### src/rtl/mips_fetch_pkg.sv
// rtl/mips_fetch_pkg.sv - shared types and constants for the instruction fetch stage
//
// Contents:
//   fetch_state_t   FSM encoding (S_IDLE, S_REQ, S_VALID, S_HALT)
//   RESET_PC_DEF    default reset / first fetch address
//   TGT_MSB/LSB     jump target field slice of an instruction word
//   IMM_MSB/LSB     branch immediate field slice of an instruction word
package mips_fetch_pkg;

   typedef enum logic [1:0] {
      S_IDLE  = 2'd0,
      S_REQ   = 2'd1,
      S_VALID = 2'd2,
      S_HALT  = 2'd3
   } fetch_state_t;

   localparam logic [31:0] RESET_PC_DEF = 32'h0040_0000;

   localparam int TGT_MSB = 25;
   localparam int TGT_LSB = 0;
   localparam int IMM_MSB = 15;
   localparam int IMM_LSB = 0;

endpackage

### src/rtl/next_pc_calc.sv
// rtl/next_pc_calc.sv - combinational next-PC selection for the fetch stage
//
// Ports:
//   pc_plus4     in  32  address of the instruction after the current one
//   instr_out    in  32  current instruction (target / immediate source)
//   Jump         in  1   J/JAL
//   Branch       in  1   BEQ/BNE
//   branch_cond  in  1   branch resolved as taken
//   JumpReg      in  1   JR
//   jr_target    in  32  register value for JR
//   next_pc      out 32  selected next PC (JumpReg > Jump > taken branch > pc_plus4)
module next_pc_calc
   import mips_fetch_pkg::*;
(
   input  logic [31:0] pc_plus4,
   input  logic [31:0] instr_out,
   input  logic        Jump,
   input  logic        Branch,
   input  logic        branch_cond,
   input  logic        JumpReg,
   input  logic [31:0] jr_target,
   output logic [31:0] next_pc
);

   logic [31:0] jump_target;
   logic [31:0] branch_offset;
   logic        unused_opcode;

   assign jump_target   = {pc_plus4[31:28], instr_out[TGT_MSB:TGT_LSB], 2'b00};
   // Sign-extended word offset, already shifted to a byte offset.
   assign branch_offset = {{14{instr_out[IMM_MSB]}}, instr_out[IMM_MSB:IMM_LSB], 2'b00};
   assign unused_opcode = ^instr_out[31:26];

   always_comb begin
      next_pc = pc_plus4;
      if (JumpReg)
         next_pc = jr_target;
      else if (Jump)
         next_pc = jump_target;
      else if (Branch && branch_cond)
         next_pc = pc_plus4 + branch_offset;
   end

endmodule

### src/rtl/fetch_unit.sv
// rtl/fetch_unit.sv - instruction fetch stage: PC register, imem handshake, next-PC update
//
// Optional feature macro: FETCH_ALIGN_CHECK_EN (adds misaligned output and a halt state).
//
// Ports:
//   clk, rst_n              clock, asynchronous active-low reset
//   imem_req/imem_addr      fetch request and address (address equals pc_out)
//   imem_rdata/imem_ready   memory response word and strobe
//   stall                   decoder holds the current instruction
//   Jump/Branch/JumpReg     decoder control, used only when an instruction is accepted
//   branch_cond, jr_target  datapath branch outcome and JR register value
//   instr_out/instr_valid   instruction presented to the decoder
//   pc_out/pc_plus4         address of instr_out and its link value
//   misaligned              (FETCH_ALIGN_CHECK_EN only) sticky misaligned-target flag
module fetch_unit
   import mips_fetch_pkg::*;
#(
   parameter logic [31:0] RESET_PC = RESET_PC_DEF
) (
   input  logic        clk,
   input  logic        rst_n,
   output logic        imem_req,
   output logic [31:0] imem_addr,
   input  logic [31:0] imem_rdata,
   input  logic        imem_ready,
   input  logic        stall,
   input  logic        Jump,
   input  logic        Branch,
   input  logic        branch_cond,
   input  logic        JumpReg,
   input  logic [31:0] jr_target,
   output logic [31:0] instr_out,
   output logic        instr_valid,
   output logic [31:0] pc_out,
`ifdef FETCH_ALIGN_CHECK_EN
   output logic        misaligned,
`endif
   output logic [31:0] pc_plus4
);

   fetch_state_t state;
   logic [31:0]  next_pc;

   assign pc_plus4  = pc_out + 32'd4;
   assign imem_addr = pc_out;

   next_pc_calc u_next_pc (
      .pc_plus4    (pc_plus4),
      .instr_out   (instr_out),
      .Jump        (Jump),
      .Branch      (Branch),
      .branch_cond (branch_cond),
      .JumpReg     (JumpReg),
      .jr_target   (jr_target),
      .next_pc     (next_pc)
   );

   // imem_req and instr_valid are registered alongside the state so they
   // change only on clock edges (and drop immediately on reset).
   always_ff @(posedge clk or negedge rst_n) begin
      if (!rst_n) begin
         state       <= S_IDLE;
         pc_out      <= RESET_PC;
         instr_out   <= 32'd0;
         instr_valid <= 1'b0;
         imem_req    <= 1'b0;
`ifdef FETCH_ALIGN_CHECK_EN
         misaligned  <= 1'b0;
`endif
      end else begin
         case (state)
            S_IDLE: begin
               state    <= S_REQ;
               imem_req <= 1'b1;
            end
            S_REQ: begin
               if (imem_ready) begin
                  instr_out   <= imem_rdata;
                  instr_valid <= 1'b1;
                  imem_req    <= 1'b0;
                  state       <= S_VALID;
               end
            end
            S_VALID: begin
               if (!stall) begin
                  instr_valid <= 1'b0;
`ifdef FETCH_ALIGN_CHECK_EN
                  if (next_pc[1:0] != 2'b00) begin
                     misaligned <= 1'b1;
                     state      <= S_HALT;
                  end else begin
                     pc_out   <= next_pc;
                     imem_req <= 1'b1;
                     state    <= S_REQ;
                  end
`else
                  pc_out   <= next_pc & ~32'd3;
                  imem_req <= 1'b1;
                  state    <= S_REQ;
`endif
               end
            end
            default: begin
               // Terminal until reset.
               imem_req    <= 1'b0;
               instr_valid <= 1'b0;
            end
         endcase
      end
   end

endmodule

### config.mk
export PLATFORM = sky130hd
export DESIGN_NAME = fetch_unit
export DESIGN_NICKNAME = d
export VERILOG_FILES = /design/src/rtl/mips_fetch_pkg.sv /design/src/rtl/next_pc_calc.sv /design/src/rtl/fetch_unit.sv
export SDC_FILE = /design/constraint.sdc
export NUM_CORES = 1
export LEC_CHECK = 0
export ABC_AREA = 1
export CAP_MARGIN = 5
export CORE_MARGIN = 2
export CORE_UTILIZATION = 52
export DETAILED_ROUTE_END_ITERATION = 16
export MAX_ROUTING_LAYER = met4
export PLACE_DENSITY_LB_ADDON = 0.15
export SKIP_LAST_GASP = 1
export SYNTH_ARGS = -nofsm -noshare
export SYNTH_HDL_FRONTEND = slang
export SYNTH_HIERARCHICAL = 1
export SYNTH_SLANG_ARGS = --single-unit
### constraint.sdc
create_clock -name clk -period 5.51 [get_ports clk]
set_input_delay 0.8265 -clock clk [delete_from_list [all_inputs] [get_ports clk]]
set_output_delay 0.8265 -clock clk [all_outputs]
set_load 0.01 [all_outputs]
# [After elaboration in Yosys (flattened, before gate mapping)]
# Cells that the tools add are included.
[word_totals] ff_bits=66 latchBits=0 mem_bits_rw=0 romBits=0 inputBits=72 out_inout_bits=130 wordCells=33 n_memories=0
[op_classes] n_addsub=2 mul=0 n_div=0 magnitude_cmp=0 eq_ne=4 n_shift=0 n_mux=12 bitwise_logic=2 n_reduce_logical=8
[ops] cell="two-way mux 32 bit" n=3
[ops] cell="adder 32 x 3 -> 32 bit (second input constant)" n=1
[ops] cell="adder 32 bit" n=1
[ops] cell="one-hot mux 1 bit (3 select lines)" n=2
[ops] cell="one-hot mux 2 bit (3 select lines)" n=1
[ops] cell="AND reduction 2 bit" n=3
[ops] cell="AND reduction 3 bit" n=2
[ops] cell="two-way mux 1 bit" n=4
[ops] cell="two-way mux 2 bit" n=2
[ops] cell="!= test 2 bit (second input constant)" n=2
[ops] cell="nonzero test 3 bit" n=1
[ops] cell="== test 2 x 1 -> 1 bit (second input constant)" n=1
[ops] cell="== test 2 bit (second input constant)" n=1
[ops] cell="zero test 2 bit" n=1
[ops] cell="NOT 1 bit" n=2
[ops] cell="logical AND 1 bit" n=1

# [Depth between registers and ports, before layout]
# Gate-level depths: netlist (run 1).
[logic_depth] word_depth=5 mapped_depth=24 depth_no_buf=24

# [Modules after synthesis]
# The synthesis (run 1) kept the hierarchy.
[by_module_without_submodules] module="fetch_unit" n_inst=1 cells_each=440 area_per_inst_um2=3638.5 seq_area_each_um2=1652.8
[by_module_without_submodules] module="next_pc_calc" n_inst=1 cells_each=589 area_per_inst_um2=2947.8 seq_area_each_um2=0.0

# [Worst setup path after synthesis (run 1)]
# No wires, ideal clock.
[synth_path] path_type="register -> register" from="register pc_out[3], in the netlist imem_addr[3]" to="register pc_out[20], in the netlist imem_addr[20]" setup_ps=125 arrival_time_ps=2877 required_time_ps=5385 setup_slack_ps=2509 stages_incl_launch_ff=19 path_buffers=0 synth_period_minus_slack_ps=3001 path_cell_list="dfrtp_1 -> ha_1 -> nand2_1 -> nor2_1 -> nand2_2 -> nor2_4 -> xor2_1 -> ha_1 -> nand2_1 -> inv_1 -> nand2_1 -> inv_1 -> a21oi_1 -> nand2_1 -> nand2_1 -> nand2_1 -> o21ai_1 -> a21oi_1 -> mux2_2"
[synth_between] elab_chain_len=5
[synth_rtl] element="start: declaration" line_no="fetch_unit.sv:34" source="output logic [31:0] pc_out,"
[synth_rtl] element="start signal: assignment" line_no="fetch_unit.sv:97" source="pc_out <= next_pc & ~32'd3;"
[synth_rtl] element="adder 32 x 3 -> 32 bit" line_no="fetch_unit.sv:44" source="assign pc_plus4 = pc_out + 32'd4;"
[synth_rtl] element="via pc_plus4[18]" line_no="fetch_unit.sv:38" source="output logic [31:0] pc_plus4"
[synth_rtl] element="adder 32 bit" line_no="next_pc_calc.sv:41" source="next_pc = pc_plus4 + branch_offset;"
[synth_rtl] element="two-way mux 32 bit" line_no="next_pc_calc.sv:40" source="else if (Branch && branch_cond)"
[synth_rtl] element="two-way mux 32 bit" line_no="next_pc_calc.sv:38" source="else if (Jump)"
[synth_rtl] element="two-way mux 32 bit" line_no="next_pc_calc.sv:36" source="if (JumpReg)"
[synth_rtl] element="via next_pc[20]" line_no="fetch_unit.sv:42" source="logic [31:0] next_pc;"
# The timed path passes the listed nets, and every way through them passes these cells.
# A chain may end at the register's enable or synchronous reset.

# [Worst setup path after layout (run 1)]
[layout_path] from="register pc_out[3], in the netlist imem_addr[3]" to="register pc_out[18], in the netlist imem_addr[18]"
[layout_between] elab_chain_len=5
[layout_rtl] element="adder 32 x 3 -> 32 bit *" line_no="fetch_unit.sv:44"
[layout_rtl] element="adder 32 bit" line_no="next_pc_calc.sv:41"
[layout_rtl] element="two-way mux 32 bit *" line_no="next_pc_calc.sv:40"
[layout_rtl] element="two-way mux 32 bit *" line_no="next_pc_calc.sv:38"
[layout_rtl] element="two-way mux 32 bit *" line_no="next_pc_calc.sv:36"
[layout_rtl] element="via next_pc[18]" line_no="fetch_unit.sv:42"
# Mark *: on every way through the listed nets, which the timed path passes. The rest lies on a longest branch.

==> results of run 1 <==
-- worst max path at each step --
stage,start,to,slack [ns],depth (start not counted)
after floorplan,imem_addr[3],imem_addr[20],2.51,18
after global placement,imem_addr[3],imem_addr[20],2.07,18
after detailed placement,imem_addr[3],imem_addr[20],2.01,18
after CTS,imem_addr[3],imem_addr[20],1.97,18
after global routing,imem_addr[3],imem_addr[31],1.62,20
final,imem_addr[3],imem_addr[18],1.94,17
-- flip-flops by register name, indices dropped and copies added, names as in the netlist --
register and count:
imem_addr 30, instr_valid 1, state 2, imem_req 1, instr_out 32
-- stage by stage --
stage | total power [uW] | utilization [%]
global route | 6170 | 69.4
finish | 5720 | 69.4
detailed placement | 4950 | 66.7
floorplan | 3500 | -
global placement | 4900 | 66.7
CTS | 5680 | 69.4
-- tightest hold or removal path: cells and delay by family, from the launching register on --
family        cells  cell delay (ns)
simple gates      2             0.10
flops             1             0.34
-- area by class of cell --
| class | count | area share, % |
|---|---|---|
| tap | 172 | 2.49 |
| clock inverter | 6 | 1.30 |
| sequential | 66 | 19.1 |
| clock buffer | 10 | 2.65 |
| inverter | 85 | 3.69 |
| multi-input combinational | 810 | 48.0 |
| timing repair buffer | 199 | 22.8 |
-- routing by layer --
metal / track usage, % / vias to the layer above
met4: 12.6 / 0
met3: 5.40 / 58
met1: 43.7 / 3316
met2: 55.3 / 380
met5: - / -
li1: - / 3552
-- where the power goes --
group	total (uW)	internal (uW)	switching (uW)
combinational	3940	1740	2200
sequential	1100	719	377
clock	680	444	237
-- cells in the final DEF, fill, tap and decap left out, drive strengths merged, types with 6 or more instances in the layout --
cell and count:
nor2 170, mux2 22, xor2 19, dfrtp 65
nand3b 9, a21oi 89, xnor2 6, ha 30
buf 7, nand2 318, conb 6, inv 85
and2 6, nand4 11, nand3 75, clkbuf 10
o21ai 33, clkdlybuf4s50 192
==> run summary, run 1 <==
CP Max Fanout = 5
clk buf depth = 2
Syn Std Cell Area = 6560 um2
top routing layer used = met4
critical-path cell list = ha_1, nand2_1, nor2_1, nand2_1, nor2_1, xor2_1, ha_1, nand2_2, o21ai_0, inv_1, nand2_1, inv_1, nand2_1, o21ai_0, o21ai_1, a21oi_1, mux2_2
Starting Density = 52.6%
Rel. slew slack = 25.9%
dpl ws = 2.01 ns
hold path depth = 2
antenna viol nets, final = 0
die area = 13500 um2
drt via density = 5.42
RSZ-0062 raised after global routing = no
post-route clock period utilization = 64.7%
Wirelength per Cell = 16.5 um
DR vias = 7306
TritonCTS clock tree = yes
FF+latch area = 1650 um2
number of global-route vias before repair = 6733
post-CTS setup buffer count = 0
# resized after CTS = 0
layout cells sized above 1 = 7.99%
CTS HTree Levels = 3
first-pass GRT wire length = 34600 um
Tmin final = 3.57 ns
# DRC = 0
Placement Cell Area = 8310 um2
Fill cells = 1119
# Max-Cap Violations = 0
I/O pins = 202
post-DP HPWL = 16600 um
Avg Inst Size Synth = 6.41 um2
flop-to-flop setup slack = 1.94 ns
clock root cell = clkbuf_16
met2 wire length = 10400 um
initial antenna violation count = 0
R2R Path Start = imem_addr[3]
WS Path Type = register to register
Setup TNS = 0 ns
Least-Margin Pin Slew = 1.11 ns
Crit-path slowest cell = dfrtp_1
PD cells = 661 nW/um2
WL final = 22200 um
core area = 12500 um2
final net count = 1274
Hold/Removal Path Class = register to register
Crit path top cell by count = nand2_1
worst r2r dst = imem_addr[18]
max frequency = 280 MHz
worst r2r path cells = 17
clock-pin slew on the worst setup and hold paths = 0.06 ns
placed cells = 1332
leak pwr = 0.00417 uW
CP Buf/Inv Count = 2
final setup fails = 0
largest net degree at the start of global routing = 67
grt ovf = 0
Top delay family on crit path = simple AND/OR/NAND/NOR gates
Die Span X = 116 um
Core Rows = 41
1st-pass router iterations = 6
Crit path arrival time = 3.80 ns
Num CTS Buffers = 9
startpoint types = register
Final Wtd Congestion = 1.00
Worst Setup End Kind = register
DRT iter0 DRCs = 662
Multi-input gate area = 4150 um2
Hold Path End = instr_out[31]
outcome = complete, no violations
CTS sink count = 66
hold_buf cts = 0
Detail Route met3 WL = 1850 um
Worst EP required = 5.74 ns
Hold Vio Cnt, Final = 0
Ant. Diodes = 0
min-delay src = instr_out[31]
Syn-to-layout area delta = 31.9%
DRT met1 WL = 9150 um
final design area excluding fillers = 8650 um2
GRT Overall Usage = 34.3%
synth warn = 6
Port Buffers = 193
Clock Latency Late Sink = 0.35 ns
cell count after synthesis = 1023
Worst Skew = 0.00927 ns
die height = 116 um
Max VDD drop = 0.390 mV
CP max stage delay = 0.44 ns
PnR worst setup slack = 1.94 ns
Worst Hold Slack = 0.472 ns
fin cells = 1348
Max Slew Vio Count = 0
(Power assumes the default switching activity.)
==> inputs of run 2 (changes only) <==
--- a/config.mk
+++ b/config.mk
@@ -8,7 +8,7 @@
 export ABC_AREA = 1
 export CAP_MARGIN = 5
 export CORE_MARGIN = 2
-export CORE_UTILIZATION = 52
+export CORE_UTILIZATION = 44
 export DETAILED_ROUTE_END_ITERATION = 16
 export MAX_ROUTING_LAYER = met4
 export PLACE_DENSITY_LB_ADDON = 0.15
==> constraint.sdc (replaced) <==
create_clock -name clk -period 3 [get_ports clk]
set_input_delay 0.45 -clock clk [delete_from_list [all_inputs] [get_ports clk]]
set_output_delay 0.45 -clock clk [all_outputs]
set_load 0.01 [all_outputs]
==> run 2 against run 1 <==
The flow now finishes with violations (setup timing). Power grew 130%. Routed wire length grew 17%. Core utilization grew 3.6 points. Flip-flop and latch count is the same. Global-route usage shrank 1.9 points. Non-clock buffer count grew 153. Clock power grew 49%. Final cell count grew 12%. Worst hold slack lost 0.28 ns. Sequential power grew 72%. Sequential share of layout area shrank 3.5 points. Combinational power grew to 2.7 times the previous value. Critical endpoint unchanged. Largest cell class unchanged. Largest power group unchanged. Highest routed layer unchanged.
==> run summary, run 2 (synthesized netlist as in run 1, its figures left out) <==
most common cell after layout, fill and taps aside = nand2_1
WS Path Type = register to register
violated checks = setup timing
Gate power share = 78.4%
DR vias = 7976
CP Max Fanout = 4
GRT Overall Usage = 32.4%
first-pass GRT wire length = 39400 um
initial antenna violation count = 0
met2 wire length = 12800 um
Starting Density = 45.1%
layout cells sized above 1 = 28.1%
flop-to-flop setup slack = -0.09 ns
PD cells = 1260 nW/um2
Syn-to-layout area delta = 61.7%
top routing layer used = met4
# Max-Cap Violations = 0
RSZ-0062 raised after global routing = yes
P_int = 7080 uW
WL final = 25900 um
grt ovf = 0
Ant. Diodes = 0
Final Wtd Congestion = 0.982
net switching power figure = 6300 uW
outcome = finished, violations left
clk buf depth = 2
startpoint types = register
Tmin final = 3.09 ns
most frequent cells in the layout = 267 x nand2_1, 192 x clkdlybuf4s50_1, 152 x buf_4, 131 x nor2_1, 78 x inv_1
drt via density = 5.27
number of global-route vias before repair = 7608
Biggest register = instr_out
Wirelength per Cell = 17.2 um
final setup fails = 15
final design area excluding fillers = 10600 um2
Hold Vio Cnt, Final = 0
clock-pin slew on the worst setup and hold paths = 0.06 ns
Placement Cell Area = 9420 um2
PnR worst setup slack = -0.0931 ns
Least-Margin Pin Slew = 1.09 ns
max reg flops = 32
Crit path arrival time = 3.32 ns
Worst Skew = 0.0104 ns
clock root cell = clkbuf_16
die height = 126 um
Clk network pwr share = 7.5%
die area = 15900 um2
Hold/Removal Path Class = input port to asynchronous set/reset pin
CTS sink count = 66
Rel. slew slack = 27.6%
largest net degree at the start of global routing = 40
worst r2r dst = imem_addr[18]
Detail Route met3 WL = 1640 um
core area = 14500 um2
DRT met1 WL = 10500 um
max frequency = 323 MHz
Worst EP required = 3.23 ns
antenna viol nets, final = 0
Fill cells = 1211
Core Rows = 44
R2R Path Start = imem_addr[3]
Max VDD drop = 0.754 mV
hold_buf cts = 0
post-DP HPWL = 19600 um
Final Util = 73.0%
post-route clock period utilization = 103%
Num CTS Buffers = 9
worst r2r path cells = 19
dpl ws = -0.154 ns
Worst Setup End Kind = register
leak pwr = 0.00503 uW
CTS HTree Levels = 3
TritonCTS clock tree = yes
Clock Latency Late Sink = 0.34 ns
1st-pass router iterations = 5
DRT iter0 DRCs = 465
Max Slew Vio Count = 0
# DRC = 0
I/O pins = 202
sequential share of power = 14.1%
Port Buffers = 193
Die Span X = 126 um
Setup TNS = -0.467 ns
Switching Share = 47.1%
final net count = 1427
-- run 2: changes by cell type in the layout (fill, tap and decap cells not counted), sizes merged --
cell,before,now
bufinv,3,0
buf,7,160
clkinvlp,0,3
-- run 2: power by group through the flow --
stage	sequential, uW	combinational [uW]	clock [uW]
after global placement	1820	8750	0
after detailed placement	1820	8830	0
after global routing	1950	11300	1050
after floorplan	1990	4440	0
final	1890	10500	1010
after CTS	1860	9570	1030
-- run 2: how the worst max path moves through the flow --
| stage | depth (start not counted) | to | slack (ns) | start |
|---|---|---|---|---|
| 3_3_place_gp | 20 | imem_addr[29] | -0.13 | imem_addr[3] |
| 6_report | 19 | imem_addr[18] | -0.09 | imem_addr[3] |
| 3_5_place_dp | 16 | imem_addr[30] | -0.15 | imem_addr[10] |
| 2_1_floorplan | 20 | imem_addr[23] | 0.02 | imem_addr[3] |
| 4_1_cts | 22 | imem_addr[31] | -0.04 | imem_addr[3] |
| 5_1_grt | 21 | imem_addr[29] | -0.27 | imem_addr[3] |
-- run 2: critical path: stages (launching register included) --
cell and delay [ns]:
dfrtp_1 0.41, buf_6 0.13, nand2_4 0.05, nor2_4 0.17, nand2_4 0.11, nor2_4 0.22
xor2_4 0.12, ha_4 0.30, buf_4 0.13, nand2_2 0.07, buf_4 0.14, nor2_4 0.13
nand2_1 0.07, nand2_1 0.08, inv_1 0.08, nand2_1 0.07, o21ai_0 0.07, o21ai_1 0.23
a21oi_1 0.11, mux2_2 0.28
-- run 2: repair_timing --
| action | CTS | global route |
|---|---|---|
| pin swaps | 27 | 48 |
| gates resized for setup | 78 | 94 |
| endpoints found under the setup margin | 19 | 23 |
| setup buffers | 8 | 5 |
-- run 2: layout make-up --
cell class                 count  area (um2)  share of cell area, %
sequential                    66        1650                   15.6
tap                          184         230                   2.17
multi-input combinational    810        4970                   46.8
clock inverter                 6        41.3                  0.389
inverter                      85         319                   3.01
clock buffer                  10         229                   2.16
timing repair buffer         352        3170                   29.9
-- run 2: per-stage QoR --
step | power [uW] | hold slack [ns] | instances
4_1_cts | 12500 | 0.195 | 1508
5_1_grt | 14300 | 0.236 | 1513
3_5_place_dp | 10700 | 0.458 | 1484
2_1_floorplan | 6430 | 0.154 | 1028
3_3_place_gp | 10600 | 0.455 | 1484
6_report | 13400 | 0.195 | 1513
-- run 2: metal layers --
| metal | GRT usage [%] | up-vias |
|---|---|---|
| met5 | - | - |
| met4 | 12.7 | 0 |
| met1 | 39.8 | 3706 |
| met2 | 54.2 | 354 |
| met3 | 4.42 | 60 |
| li1 | - | 3856 |
==> inputs of run 3 (changes only) <==
--- a/config.mk
+++ b/config.mk
@@ -10,6 +10,7 @@
 export CORE_MARGIN = 2
 export CORE_UTILIZATION = 44
 export DETAILED_ROUTE_END_ITERATION = 16
+export HOLD_SLACK_MARGIN = 0.08
 export MAX_ROUTING_LAYER = met4
 export PLACE_DENSITY_LB_ADDON = 0.15
 export SKIP_LAST_GASP = 1
==> results of run 3 <==
Same layout as run 2: the final DEF is identical, and so are final timing and power.
